## config.mk

```make
export PLATFORM = sky130hd
export DESIGN_NAME = upstream_cxl_tx
export DESIGN_NICKNAME = d
export VERILOG_FILES = /design/src/rtl/upstream_cxl_tx.sv
export SDC_FILE = /design/constraint.sdc
export NUM_CORES = 1
export LEC_CHECK = 0
export CAP_MARGIN = 25
export CELL_PAD_IN_SITES_DETAIL_PLACEMENT = 2
export CELL_PAD_IN_SITES_GLOBAL_PLACEMENT = 2
export CORE_MARGIN = 8
export CORE_UTILIZATION = 43
export DETAILED_ROUTE_END_ITERATION = 12
export PLACE_DENSITY = 0.84
export REMOVE_ABC_BUFFERS = 1
export SYNTH_ARGS = -nofsm -noshare
export SYNTH_HDL_FRONTEND = slang
export SYNTH_SLANG_ARGS = --single-unit
```

## constraint.sdc

```tcl
create_clock -name clk -period 6.2 [get_ports clk]
set_clock_uncertainty 0.15 [all_clocks]
set_input_delay 0.62 -clock clk [delete_from_list [all_inputs] [get_ports clk]]
set_output_delay 0.62 -clock clk [all_outputs]
set_load 0.05 [all_outputs]
```

## src/rtl/upstream_cxl_tx.sv

```systemverilog
// upstream_cxl_tx: buffers cancel records from the matching logic in a
// small FIFO and offers them one at a time to the downstream accumulator
// over a valid/ack handshake. On an ack timeout the offer is retried, and
// after a bounded number of retries the record is dropped. Saturating
// delivered/dropped counters are kept for status readout.
module upstream_cxl_tx #(
    parameter int ID_WIDTH   = 5,
    parameter int AMT_WIDTH  = 16,
    parameter int FIFO_DEPTH = 4,
    parameter int TIMEOUT    = 8,
    parameter int MAX_RETRY  = 2
) (
    input  logic                 clk,
    input  logic                 HRESETn,
    input  logic                 req_valid,
    input  logic [ID_WIDTH-1:0]  req_client_id,
    input  logic [AMT_WIDTH-1:0] req_amount,
    output logic                 req_ready,
    output logic                 tx_valid,
    output logic [ID_WIDTH-1:0]  tx_client_id,
    output logic [AMT_WIDTH-1:0] tx_amount,
    input  logic                 tx_ack,
    output logic                 busy,
    output logic [15:0]          sent_count,
    output logic [15:0]          drop_count
);

    // Pointer, occupancy, timer and retry widths. The retry counter must
    // be able to hold MAX_RETRY itself, and is kept at least 1 bit wide.
    localparam int PTR_W   = $clog2(FIFO_DEPTH);
    localparam int CNT_W   = PTR_W + 1;
    localparam int TIMER_W = $clog2(TIMEOUT);
    localparam int RETRY_W = (MAX_RETRY < 1) ? 1 : $clog2(MAX_RETRY + 1);
    localparam int REC_W   = ID_WIDTH + AMT_WIDTH;

    localparam logic [CNT_W-1:0]   FULL_LEVEL = CNT_W'(FIFO_DEPTH);
    localparam logic [TIMER_W-1:0] TIMER_LAST = TIMER_W'(TIMEOUT - 1);
    localparam logic [RETRY_W-1:0] RETRY_LAST = RETRY_W'(MAX_RETRY);
    localparam logic [15:0]        CNT_SAT    = 16'hFFFF;

    typedef enum logic [1:0] {
        IDLE     = 2'd0,
        WAIT_ACK = 2'd1,
        RETRY    = 2'd2,
        GAP      = 2'd3
    } state_t;

    // Registered state
    state_t                 state_q,        state_d;
    logic [REC_W-1:0]       mem_q [FIFO_DEPTH];
    logic [REC_W-1:0]       mem_d [FIFO_DEPTH];
    logic [PTR_W-1:0]       wr_ptr_q,       wr_ptr_d;
    logic [PTR_W-1:0]       rd_ptr_q,       rd_ptr_d;
    logic [CNT_W-1:0]       count_q,        count_d;
    logic [TIMER_W-1:0]     timer_q,        timer_d;
    logic [RETRY_W-1:0]     retry_q,        retry_d;
    logic                   tx_valid_q,     tx_valid_d;
    logic [ID_WIDTH-1:0]    tx_client_id_q, tx_client_id_d;
    logic [AMT_WIDTH-1:0]   tx_amount_q,    tx_amount_d;
    logic [15:0]            sent_q,         sent_d;
    logic [15:0]            drop_q,         drop_d;

    // Handshake and FIFO control
    logic                   fifo_full;
    logic                   fifo_empty;
    logic                   push;
    logic                   pop;
    logic [REC_W-1:0]       head_rec;

    // FIFO status and the push/pop decisions. Zero-amount requests are
    // accepted on the handshake but never written, so they cost nothing
    // downstream. A pop only happens on the IDLE load cycle.
    always_comb begin
        fifo_full  = (count_q == FULL_LEVEL);
        fifo_empty = (count_q == '0);
        push       = req_valid && !fifo_full && (req_amount != '0);
        pop        = (state_q == IDLE) && !fifo_empty;
        head_rec   = mem_q[rd_ptr_q];
    end

    // FIFO storage, pointers and occupancy next-state. Pointers wrap
    // naturally because the depth is a power of two.
    always_comb begin
        mem_d    = mem_q;
        wr_ptr_d = wr_ptr_q;
        rd_ptr_d = rd_ptr_q;
        count_d  = count_q;
        if (push) begin
            mem_d[wr_ptr_q] = {req_client_id, req_amount};
            wr_ptr_d        = wr_ptr_q + PTR_W'(1);
        end
        if (pop) begin
            rd_ptr_d = rd_ptr_q + PTR_W'(1);
        end
        case ({push, pop})
            2'b10:   count_d = count_q + CNT_W'(1);
            2'b01:   count_d = count_q - CNT_W'(1);
            default: count_d = count_q;
        endcase
    end

    // Transmit FSM next-state: load from the FIFO in IDLE, wait for the
    // ack with a timeout, retry a bounded number of times, and always
    // insert one idle GAP cycle so each record is a separate write.
    always_comb begin
        state_d        = state_q;
        timer_d        = timer_q;
        retry_d        = retry_q;
        tx_valid_d     = tx_valid_q;
        tx_client_id_d = tx_client_id_q;
        tx_amount_d    = tx_amount_q;
        sent_d         = sent_q;
        drop_d         = drop_q;
        case (state_q)
            IDLE: begin
                if (!fifo_empty) begin
                    tx_client_id_d = head_rec[REC_W-1:AMT_WIDTH];
                    tx_amount_d    = head_rec[AMT_WIDTH-1:0];
                    tx_valid_d     = 1'b1;
                    timer_d        = '0;
                    retry_d        = '0;
                    state_d        = WAIT_ACK;
                end
            end
            WAIT_ACK: begin
                if (tx_ack) begin
                    // An ack on the timeout cycle still counts as delivered.
                    if (sent_q != CNT_SAT) begin
                        sent_d = sent_q + 16'd1;
                    end
                    tx_valid_d = 1'b0;
                    state_d    = GAP;
                end else if (timer_q == TIMER_LAST) begin
                    tx_valid_d = 1'b0;
                    if (retry_q < RETRY_LAST) begin
                        retry_d = retry_q + RETRY_W'(1);
                        state_d = RETRY;
                    end else begin
                        if (drop_q != CNT_SAT) begin
                            drop_d = drop_q + 16'd1;
                        end
                        state_d = GAP;
                    end
                end else begin
                    timer_d = timer_q + TIMER_W'(1);
                end
            end
            RETRY: begin
                tx_valid_d = 1'b1;
                timer_d    = '0;
                state_d    = WAIT_ACK;
            end
            GAP: begin
                state_d = IDLE;
            end
            default: begin
                tx_valid_d = 1'b0;
                state_d    = IDLE;
            end
        endcase
    end

    // State registers; reset discards any buffered or in-flight record.
    always_ff @(posedge clk or negedge HRESETn) begin
        if (!HRESETn) begin
            state_q        <= IDLE;
            for (int i = 0; i < FIFO_DEPTH; i++) begin
                mem_q[i] <= '0;
            end
            wr_ptr_q       <= '0;
            rd_ptr_q       <= '0;
            count_q        <= '0;
            timer_q        <= '0;
            retry_q        <= '0;
            tx_valid_q     <= 1'b0;
            tx_client_id_q <= '0;
            tx_amount_q    <= '0;
            sent_q         <= '0;
            drop_q         <= '0;
        end else begin
            state_q        <= state_d;
            mem_q          <= mem_d;
            wr_ptr_q       <= wr_ptr_d;
            rd_ptr_q       <= rd_ptr_d;
            count_q        <= count_d;
            timer_q        <= timer_d;
            retry_q        <= retry_d;
            tx_valid_q     <= tx_valid_d;
            tx_client_id_q <= tx_client_id_d;
            tx_amount_q    <= tx_amount_d;
            sent_q         <= sent_d;
            drop_q         <= drop_d;
        end
    end

    // Output drive: ready and busy follow occupancy/state directly.
    always_comb begin
        req_ready    = !fifo_full;
        busy         = (state_q != IDLE) || !fifo_empty;
        tx_valid     = tx_valid_q;
        tx_client_id = tx_client_id_q;
        tx_amount    = tx_amount_q;
        sent_count   = sent_q;
        drop_count   = drop_q;
    end

endmodule

```

==> results of run 1 <==
-- flip-flops by register name, summed over array words and instances, names as in the netlist --
register,count
mem_q,84
tx_client_id,5
timer_q,3
rd_ptr_q,2
wr_ptr_q,2
state_q,2
count_q,3
tx_amount,16
tx_valid,1
drop_count,16
retry_q,2
sent_count,16
-- cell families (layout without fill, tap and decap cells) --
logic type,Yosys count,count (layout),share of synthesized area
adders and majority gates,10,10,0.0193
DFF,152,152,0.554
muxes,133,133,0.253
and+or+nand+nor,103,103,0.0889
buffers and inverters,30,132,0.0235
xor gates and xnor gates,36,36,0.0459
AOI/OAI and AO/OA,11,11,0.0155
-- layer usage --
layer | GRT usage | wire, µm | vias up
met3 | 0.0342 | 481 | 25
met5 | 0 | 0 | -
met1 | 0.229 | 7540 | 2335
li1 | - | - | 1915
met4 | 0.0738 | 366 | 0
met2 | 0.369 | 10500 | 74
-- power breakdown --
group | total [mW] | internal, mW | switching [mW] | leakage (nW)
clock network | 1.01 | 0.612 | 0.402 | 0.278
registers | 1.74 | 1.42 | 0.317 | 1.87
logic | 1.83 | 0.901 | 0.933 | 1.54
-- cell usage in the layout (no fill, tap or decap), types with 2 or more instances in the layout --
master,synthesis,final
nor3_1,13,13
xor2_1,27,27
ha_1,9,9
clkdlybuf4s50_1,0,79
nand3_1,13,13
buf_4,11,8
nand4_1,12,12
nand2_1,15,15
nor4_2,2,2
clkinv_2,0,4
a22o_1,3,3
clkbuf_16,0,17
and2_1,2,2
clkbuf_1,2,5
nor4_1,13,13
and3_1,7,7
dfrtp_1,152,152
mux2_2,110,110
inv_1,10,10
bufinv_16,0,2
nor2_1,11,11
mux4_2,21,21
clkbuf_8,0,2
xnor2_1,9,9
-- how the worst max path moves through the flow --
stage	endpoint	cells past startpoint	slack, ps	start
global placement	count_q[2]$_DFFE_PN0P_	11	2740	req_amount[5]
floorplan	drop_count[1]$_DFFE_PN0P_	5	3450	drop_count[0]$_DFFE_PN0P_
CTS	busy	4	2830	count_q[2]$_DFFE_PN0P_
detailed placement	count_q[2]$_DFFE_PN0P_	11	2590	req_amount[9]
global route	busy	4	2740	count_q[2]$_DFFE_PN0P_
finish	busy	4	2870	count_q[2]$_DFFE_PN0P_
-- worst register-to-register path: cells and delay by family, from the launching register on --
family / cells / cell delay, ps
fa+ha+maj: 2 / 690
simple gates: 2 / 590
buf+inv: 2 / 580
flops: 1 / 510
xor+xnor: 2 / 330
-- area by class of cell --
type,instances,share of cell area
Inverter,11,0.00487
Sequential cell,152,0.449
Tap cell,216,0.0319
Clock buffer,24,0.0557
Timing Repair Buffer,89,0.105
Multi-Input combinational cell,293,0.342
Clock inverter,8,0.0114
-- metrics by stage --
| stage | util | worst slack, ps | hold WS, ps | total power [mW] |
|---|---|---|---|---|
| global placement | 0.500 | 2740 | 332 | 3.39 |
| finish | 0.537 | 2870 | 14.1 | 4.58 |
| detailed placement | 0.500 | 2590 | 336 | 3.55 |
| floorplan | - | 3450 | 174 | 2.92 |
| global route | 0.537 | 2740 | 38.2 | 4.81 |
| CTS | 0.536 | 2830 | 251 | 4.64 |
==> reports/metrics.yaml, run 1 <==
outcome:
  status: "completed"
final_layout:
  fin_area_um2: 8470
  stdcell_count: 793
  fill_cells: 1482
  n_antenna_cell: 0
  register_area_um2: 3800
  fin_nets: 599
  multi_input_comb_area_um2: 2900
  final_layout_size_suffix_gt1_frac: 0.314
  syn_to_final_growth_pct: 23.4
logic_synthesis:
  ys.flop_type: "dfrtp_1"
  ys_async_sr_fraction: 1.00
  yosys_warnings: 0
  synth_area_per_cell_um2: 14.5
  ys_seq_area_frac: 0.554
  synth_top_area_frac: 0.554
  synth_edf_count: 0
  syn_area_um2: 6870
  synth_largest_area_cell: "dfrtp_1"
  ys_types: 47
  syn_inst: 475
  yosysMostFrequentCell: "dfrtp_1"
  ys_ff_latch: 152
  netlist_top_cells_area: "dfrtp_1, mux2_2, mux4_2"
  synth_commonest_cells: "dfrtp_1, mux2_2, xor2_1, mux4_2, nand2_1"
cts:
  cts_tree: "yes"
  insertion_delay_ps: 420
  htree_levels: 4
  numCtsBuffers: 17
  post_cts_buffers: 0
  cts_root_buffer: "clkbuf_16"
  post_cts_resize_count: 0
  clk_pin_slew_ps: 60
  clock-sinks: 152
  cts.path.max_buffers: 2
  cts_hold_buffers: 0
place:
  dp_hpwl_um: 12000
  portBuffers: 80
  place_area_um2: 7880
  post-place-cells: 760
  place_congestion: 0.741
floorplanning:
  initial_core_util: 0.435
  rows: 46
  pin_count: 81
  core_area_um2: 15800
  dieArea_um2: 20300
  dieHeight_um: 142
  die_w_um: 142
global_route:
  grt_pass1_wl_um: 30800
  grt_max_degree: 112
  grt_pass1_vias: 5216
  antenna_found_initial: 0
  grt_usage: 0.201
  grt-ovfl-total: 0
drt:
  vias: 4349
  postRouteAntennaNets: 0
  vias_per_cell: 5.48
  routed_wl_um: 18900
  drtPass1Iterations: 4
  drc: 0
  routedWlPerCell_um: 23.8
  drt_first_iter_violations: 106
power:
  p_leak_nw: 3.69
  powerDensity_nw_per_um2: 541
  ir_drop_uv: 259
critical_path:
  ff2ff_setup_slack_ps: 3260
  rr_worst_depth: 8
  start_kind: "flip-flop"
  r2r_end: "count_q[2]$_DFFE_PN0P_"
  critical-path-max-stage-delay_ps: 730
  path_class: "reg -> out"
  cpMaxStageDelayCell: "clkdlybuf4s50_1"
  rr_startpoint: "state_q[0]$_DFFE_PN0P_"
  critPathBufInv: 2
  cp-end-kind: "primary output"
  path_delay_family: "simple AND/OR/NAND/NOR gates"
  required_ps: 5430
  crit_path_max_fanout: 9
  cp_cell_sequence: "nor3_1 > nor3b_2 > inv_1 > clkdlybuf4s50_1"
  cp.arrival_ps: 2560
min_path:
  min_path_type: "in -> async"
sta:
  tns_ps: 0
  tightest_slew_ps: 701
  layout_min_cycle_time_ps: 3330
  hold_violations: 0
  fmax_mhz: 300
  slew_violations: 0
  fin_crit_sh: 0.537
  slew_headroom: 0.533
  rsz0062_at_grt: "no"
  setup_viol: 0
flow_run:
  drv_cap: 0
Power figures use the tool's default switching activity.
==> run 2: changes to the inputs <==
--- a/config.mk
+++ b/config.mk
@@ -9,9 +9,9 @@
 export CELL_PAD_IN_SITES_DETAIL_PLACEMENT = 2
 export CELL_PAD_IN_SITES_GLOBAL_PLACEMENT = 2
 export CORE_MARGIN = 8
-export CORE_UTILIZATION = 43
+export CORE_UTILIZATION = 40
 export DETAILED_ROUTE_END_ITERATION = 12
-export PLACE_DENSITY = 0.84
+export PLACE_DENSITY = 0.79
 export REMOVE_ABC_BUFFERS = 1
 export SYNTH_ARGS = -nofsm -noshare
 export SYNTH_HDL_FRONTEND = slang
==> constraint.sdc (replaced) <==
create_clock -name clk -period 3.15 [get_ports clk]
set_clock_uncertainty 0.15 [all_clocks]
set_input_delay 0.315 -clock clk [delete_from_list [all_inputs] [get_ports clk]]
set_output_delay 0.315 -clock clk [all_outputs]
set_load 0.05 [all_outputs]
==> reports/metrics.yaml, run 2 (synthesis results as in run 1) <==
critical_path:
  required_ps: 2680
  cp.arrival_ps: 2200
  path_class: "reg -> out"
  crit_path_max_fanout: 9
  ff2ff_setup_slack_ps: 860
  rr_worst_depth: 10
  start_kind: "flip-flop"
  cp-end-kind: "primary output"
final_layout:
  multi_input_comb_area_um2: 2900
  register_area_um2: 3800
  largest_register_ffs: 84
  fill_cells: 1618
  layout_common_cells: "dfrtp_1, mux2_2, clkdlybuf4s50_1, xor2_1, mux4_2"
  final_common_cell: "dfrtp_1"
  fin_nets: 613
  n_antenna_cell: 0
  syn_to_final_growth_pct: 26.3
  final_layout_size_suffix_gt1_frac: 0.333
  fin_util: 0.509
  largest_register: "mem_q"
cts:
  numCtsBuffers: 17
  cts_hold_buffers: 1
  htree_levels: 4
  post_cts_buffers: 0
  clk_pin_slew_ps: 60
  insertion_delay_ps: 420
  cts_root_buffer: "clkbuf_16"
  cts.path.max_buffers: 2
  cts_tree: "yes"
  clock-sinks: 152
  post_cts_resize_count: 0
drt:
  routedWlPerCell_um: 21.9
  vias: 4323
  postRouteAntennaNets: 0
  drc: 0
  drtPass1Iterations: 4
  vias_per_cell: 5.30
  drt_first_iter_violations: 125
  routed_wl_um: 17900
global_route:
  grt_pass1_wl_um: 29400
  grt_usage: 0.175
  grt_max_degree: 73
  grt-ovfl-total: 0
  grt_pass1_vias: 5175
  antenna_found_initial: 0
floorplanning:
  core_area_um2: 17100
  pin_count: 81
  dieHeight_um: 147
  initial_core_util: 0.403
  die_w_um: 147
  dieArea_um2: 21600
  rows: 48
min_path:
  whs_path_depth: 1
  min_path_type: "reg -> reg"
place:
  place_congestion: 0.786
  portBuffers: 80
  dp_hpwl_um: 12200
  preCtsSetupSlack_ps: 60.2
power:
  powerDensity_nw_per_um2: 1050
  total_power_mw: 9.14
  p_leak_nw: 3.78
  ir_drop_uv: 601
sta:
  rsz0062_at_grt: "no"
  setup_viol: 0
  slew_headroom: 0.466
  layout_min_cycle_time_ps: 2660
  tightest_slew_ps: 801
  tns_ps: 0
  fmax_mhz: 376
  slew_violations: 0
  whs_ps: 352
  fin_crit_sh: 0.845
  setup_slack_ps: 488
  hold_violations: 0
outcome:
  status: "completed"
flow_run:
  drv_cap: 0
[run 2: path summary, 6_finish.rpt]
kind                                               end                    from
worst max-delay path                              busy  count_q[0]$_DFFE_PN0P_
worst min-delay path            count_q[2]$_DFFE_PN0P_  count_q[2]$_DFFE_PN0P_
worst max register to register  count_q[2]$_DFFE_PN0P_  count_q[1]$_DFFE_PN0P_
worst min register to register  count_q[2]$_DFFE_PN0P_  count_q[2]$_DFFE_PN0P_
max in group asynchronous       count_q[0]$_DFFE_PN0P_                 HRESETn
min in group asynchronous        mem_q[49]$_DFFE_PN0P_                 HRESETn
[run 2: area by class of cell]
type | count | area share
well taps | 225 | 0.0324
inverters | 11 | 0.00476
multi-input cells | 293 | 0.334
flip-flops and latches | 152 | 0.438
clock inverters | 12 | 0.0200
clock buffers | 20 | 0.0515
repair buffers | 103 | 0.118
[run 2: stage by stage]
stage | instance area, µm² | std cells
2_1_floorplan | 6750 | 456
3_3_place_gp | 8050 | 783
3_5_place_dp | 8050 | 783
4_1_cts | 8680 | 816
5_1_grt | 8680 | 816
6_report | 8680 | 816
[run 2: metal layers]
| metal | routed length [µm] | share of wire | global-route usage |
|---|---|---|---|
| met1 | 7350 | 0.41 | 0.200 |
| met2 | 9710 | 0.54 | 0.312 |
| met5 | 0 | 0 | 0 |
| met4 | 245 | 0.014 | 0.0551 |
| met3 | 564 | 0.032 | 0.0468 |
[run 2: worst max-delay path: stages (launching register included)]
cell and delay (ps):
dfrtp_1 410, nor3_1 240, nor3b_2 200, buf_4 190, inv_1 50, clkdlybuf4s50_1 700
[run 2: power breakdown]
group / internal, mW / switching (mW) / total [mW]
Sequential: 2.79 / 0.582 / 3.37
Clock: 1.34 / 0.801 / 2.15
Combinational: 1.85 / 1.78 / 3.63
==> run 3: changes to the inputs <==
==> constraint.sdc (replaced) <==
create_clock -name clk -period 2.69 [get_ports clk]
set_clock_uncertainty 0.15 [all_clocks]
set_input_delay 0.269 -clock clk [delete_from_list [all_inputs] [get_ports clk]]
set_output_delay 0.269 -clock clk [all_outputs]
set_load 0.05 [all_outputs]
==> reports/metrics.yaml, run 3 (synthesis results as in run 1) <==
drt:
  drt_first_iter_violations: 122
  routed_wl_um: 18600
  vias: 4366
  vias_per_cell: 5.26
  routedWlPerCell_um: 22.4
  postRouteAntennaNets: 0
  drc: 0
  drtPass1Iterations: 4
sta:
  tightest_slew_ps: 732
  setup_viol: 0
  hold_violations: 0
  fmax_mhz: 388
  whs_ps: 306
  slew_headroom: 0.512
  rsz0062_at_grt: "no"
  slew_violations: 0
  layout_min_cycle_time_ps: 2580
  fin_crit_sh: 0.959
power:
  total_power_mw: 10.8
  p_leak_nw: 3.84
  ir_drop_uv: 609
  powerDensity_nw_per_um2: 1230
critical_path:
  required_ps: 2880
  path_delay_family: "simple AND/OR/NAND/NOR gates"
  start_kind: "input port"
  cp-end-kind: "flip-flop"
  rr_startpoint: "count_q[0]$_DFFE_PN0P_"
  cp.arrival_ps: 2770
  critPathBufInv: 3
  crit_path_max_fanout: 5
  cpMaxStageDelayCell: "clkdlybuf4s50_1"
  crit_cells: 11
  r2r_end: "count_q[2]$_DFFE_PN0P_"
  rr_worst_depth: 10
  cp_cell_sequence: "clkdlybuf4s50_1 > nor4_2 > nand4_1 > and3_1 > inv_1 > ha_1 > inv_1 > fa_1 > xor2_1 > nor2_1 > xor2_1"
  critical-path-max-stage-delay_ps: 540
  path_class: "in -> reg"
  ff2ff_setup_slack_ps: 270
global_route:
  antenna_found_initial: 0
  grt_max_degree: 78
  grt_pass1_vias: 5219
  grt_usage: 0.181
  grt_pass1_wl_um: 30400
  grt-ovfl-total: 0
floorplanning:
  initial_core_util: 0.403
  dieHeight_um: 147
  die_w_um: 147
  pin_count: 81
  rows: 48
  core_area_um2: 17100
  dieArea_um2: 21600
cts:
  numCtsBuffers: 17
  insertion_delay_ps: 430
  clock-sinks: 152
  cts.path.max_buffers: 2
  cts_root_buffer: "clkbuf_16"
  htree_levels: 4
  clk_pin_slew_ps: 70
  cts_tree: "yes"
  post_cts_buffers: 0
final_layout:
  largest_register: "mem_q"
  layout_common_cells: "dfrtp_1, mux2_2, clkdlybuf4s50_1, buf_4, xor2_1"
  fin_area_um2: 8790
  final_common_cell: "dfrtp_1"
  n_antenna_cell: 0
  syn_to_final_growth_pct: 28.0
  final_layout_size_suffix_gt1_frac: 0.354
  fill_cells: 1603
  largest_register_ffs: 84
  fin_nets: 628
  fin_util: 0.515
place:
  place_congestion: 0.766
  portBuffers: 80
  place_area_um2: 8130
  dp_hpwl_um: 12700
flow_run:
  drv_cap: 0
outcome:
  status: "completed"
min_path:
  min_path_type: "in -> async"
-- run 3: repair_timing --
action                     4_1_cts  5_1_grt
setup endpoints to repair        0        2
hold buffers                     1        0
hold endpoints to repair        74        0
resized for setup                0        4
-- run 3: final cells by class --
class | instances | area (µm²) | area share
Sequential cell | 152 | 3800 | 0.433
Multi-Input combinational cell | 293 | 2920 | 0.333
Timing Repair Buffer | 118 | 1120 | 0.127
Clock buffer | 19 | 443 | 0.0504
Tap cell | 225 | 282 | 0.0320
Clock inverter | 12 | 176 | 0.0201
Inverter | 11 | 41.3 | 0.00470
-- run 3: worst max-delay path by stage --
stage	startpoint	endpoint	slack, ps
after floorplan	drop_count[0]$_DFFE_PN0P_	drop_count[1]$_DFFE_PN0P_	-60
after global placement	req_amount[4]	count_q[2]$_DFFE_PN0P_	-250
after detailed placement	req_amount[4]	count_q[2]$_DFFE_PN0P_	-350
after CTS	count_q[0]$_DFFE_PN0P_	busy	8
after global routing	req_amount[8]	count_q[2]$_DFFE_PN0P_	10
final	req_amount[1]	count_q[2]$_DFFE_PN0P_	110
-- run 3: power by group --
| part | switching (mW) | internal [mW] | total (mW) |
|---|---|---|---|
| logic | 2.16 | 2.18 | 4.34 |
| registers | 0.686 | 3.27 | 3.95 |
| clock network | 0.962 | 1.57 | 2.53 |
| total | 3.81 | 7.01 | 10.8 |
-- run 3: stage by stage --
step           std cells  setup WS (ps)  setup TNS (ps)
2_1_floorplan        456          -62.6           -62.6
4_1_cts              830           8.24               0
6_report             830            110               0
5_1_grt              830           13.9               0
3_5_place_dp         798           -345           -2950
3_3_place_gp         798           -252            -313
-- run 3: per-layer routing --
layer	vias up	wire length, µm	GRT usage
li1	1989	-	-
met1	2297	7800	0.211
met2	60	10000	0.321
met3	20	507	0.0363
met4	0	327	0.0719
met5	-	0	0
-- run 3: worst register-to-register path, stage by stage, from the launching register on --
cell and delay (ps):
dfrtp_1 420, inv_1 130, nand3_1 280, and3_1 320, inv_1 60, ha_1 160
inv_1 50, fa_1 370, xor2_1 150, nor2_1 110, xor2_1 150
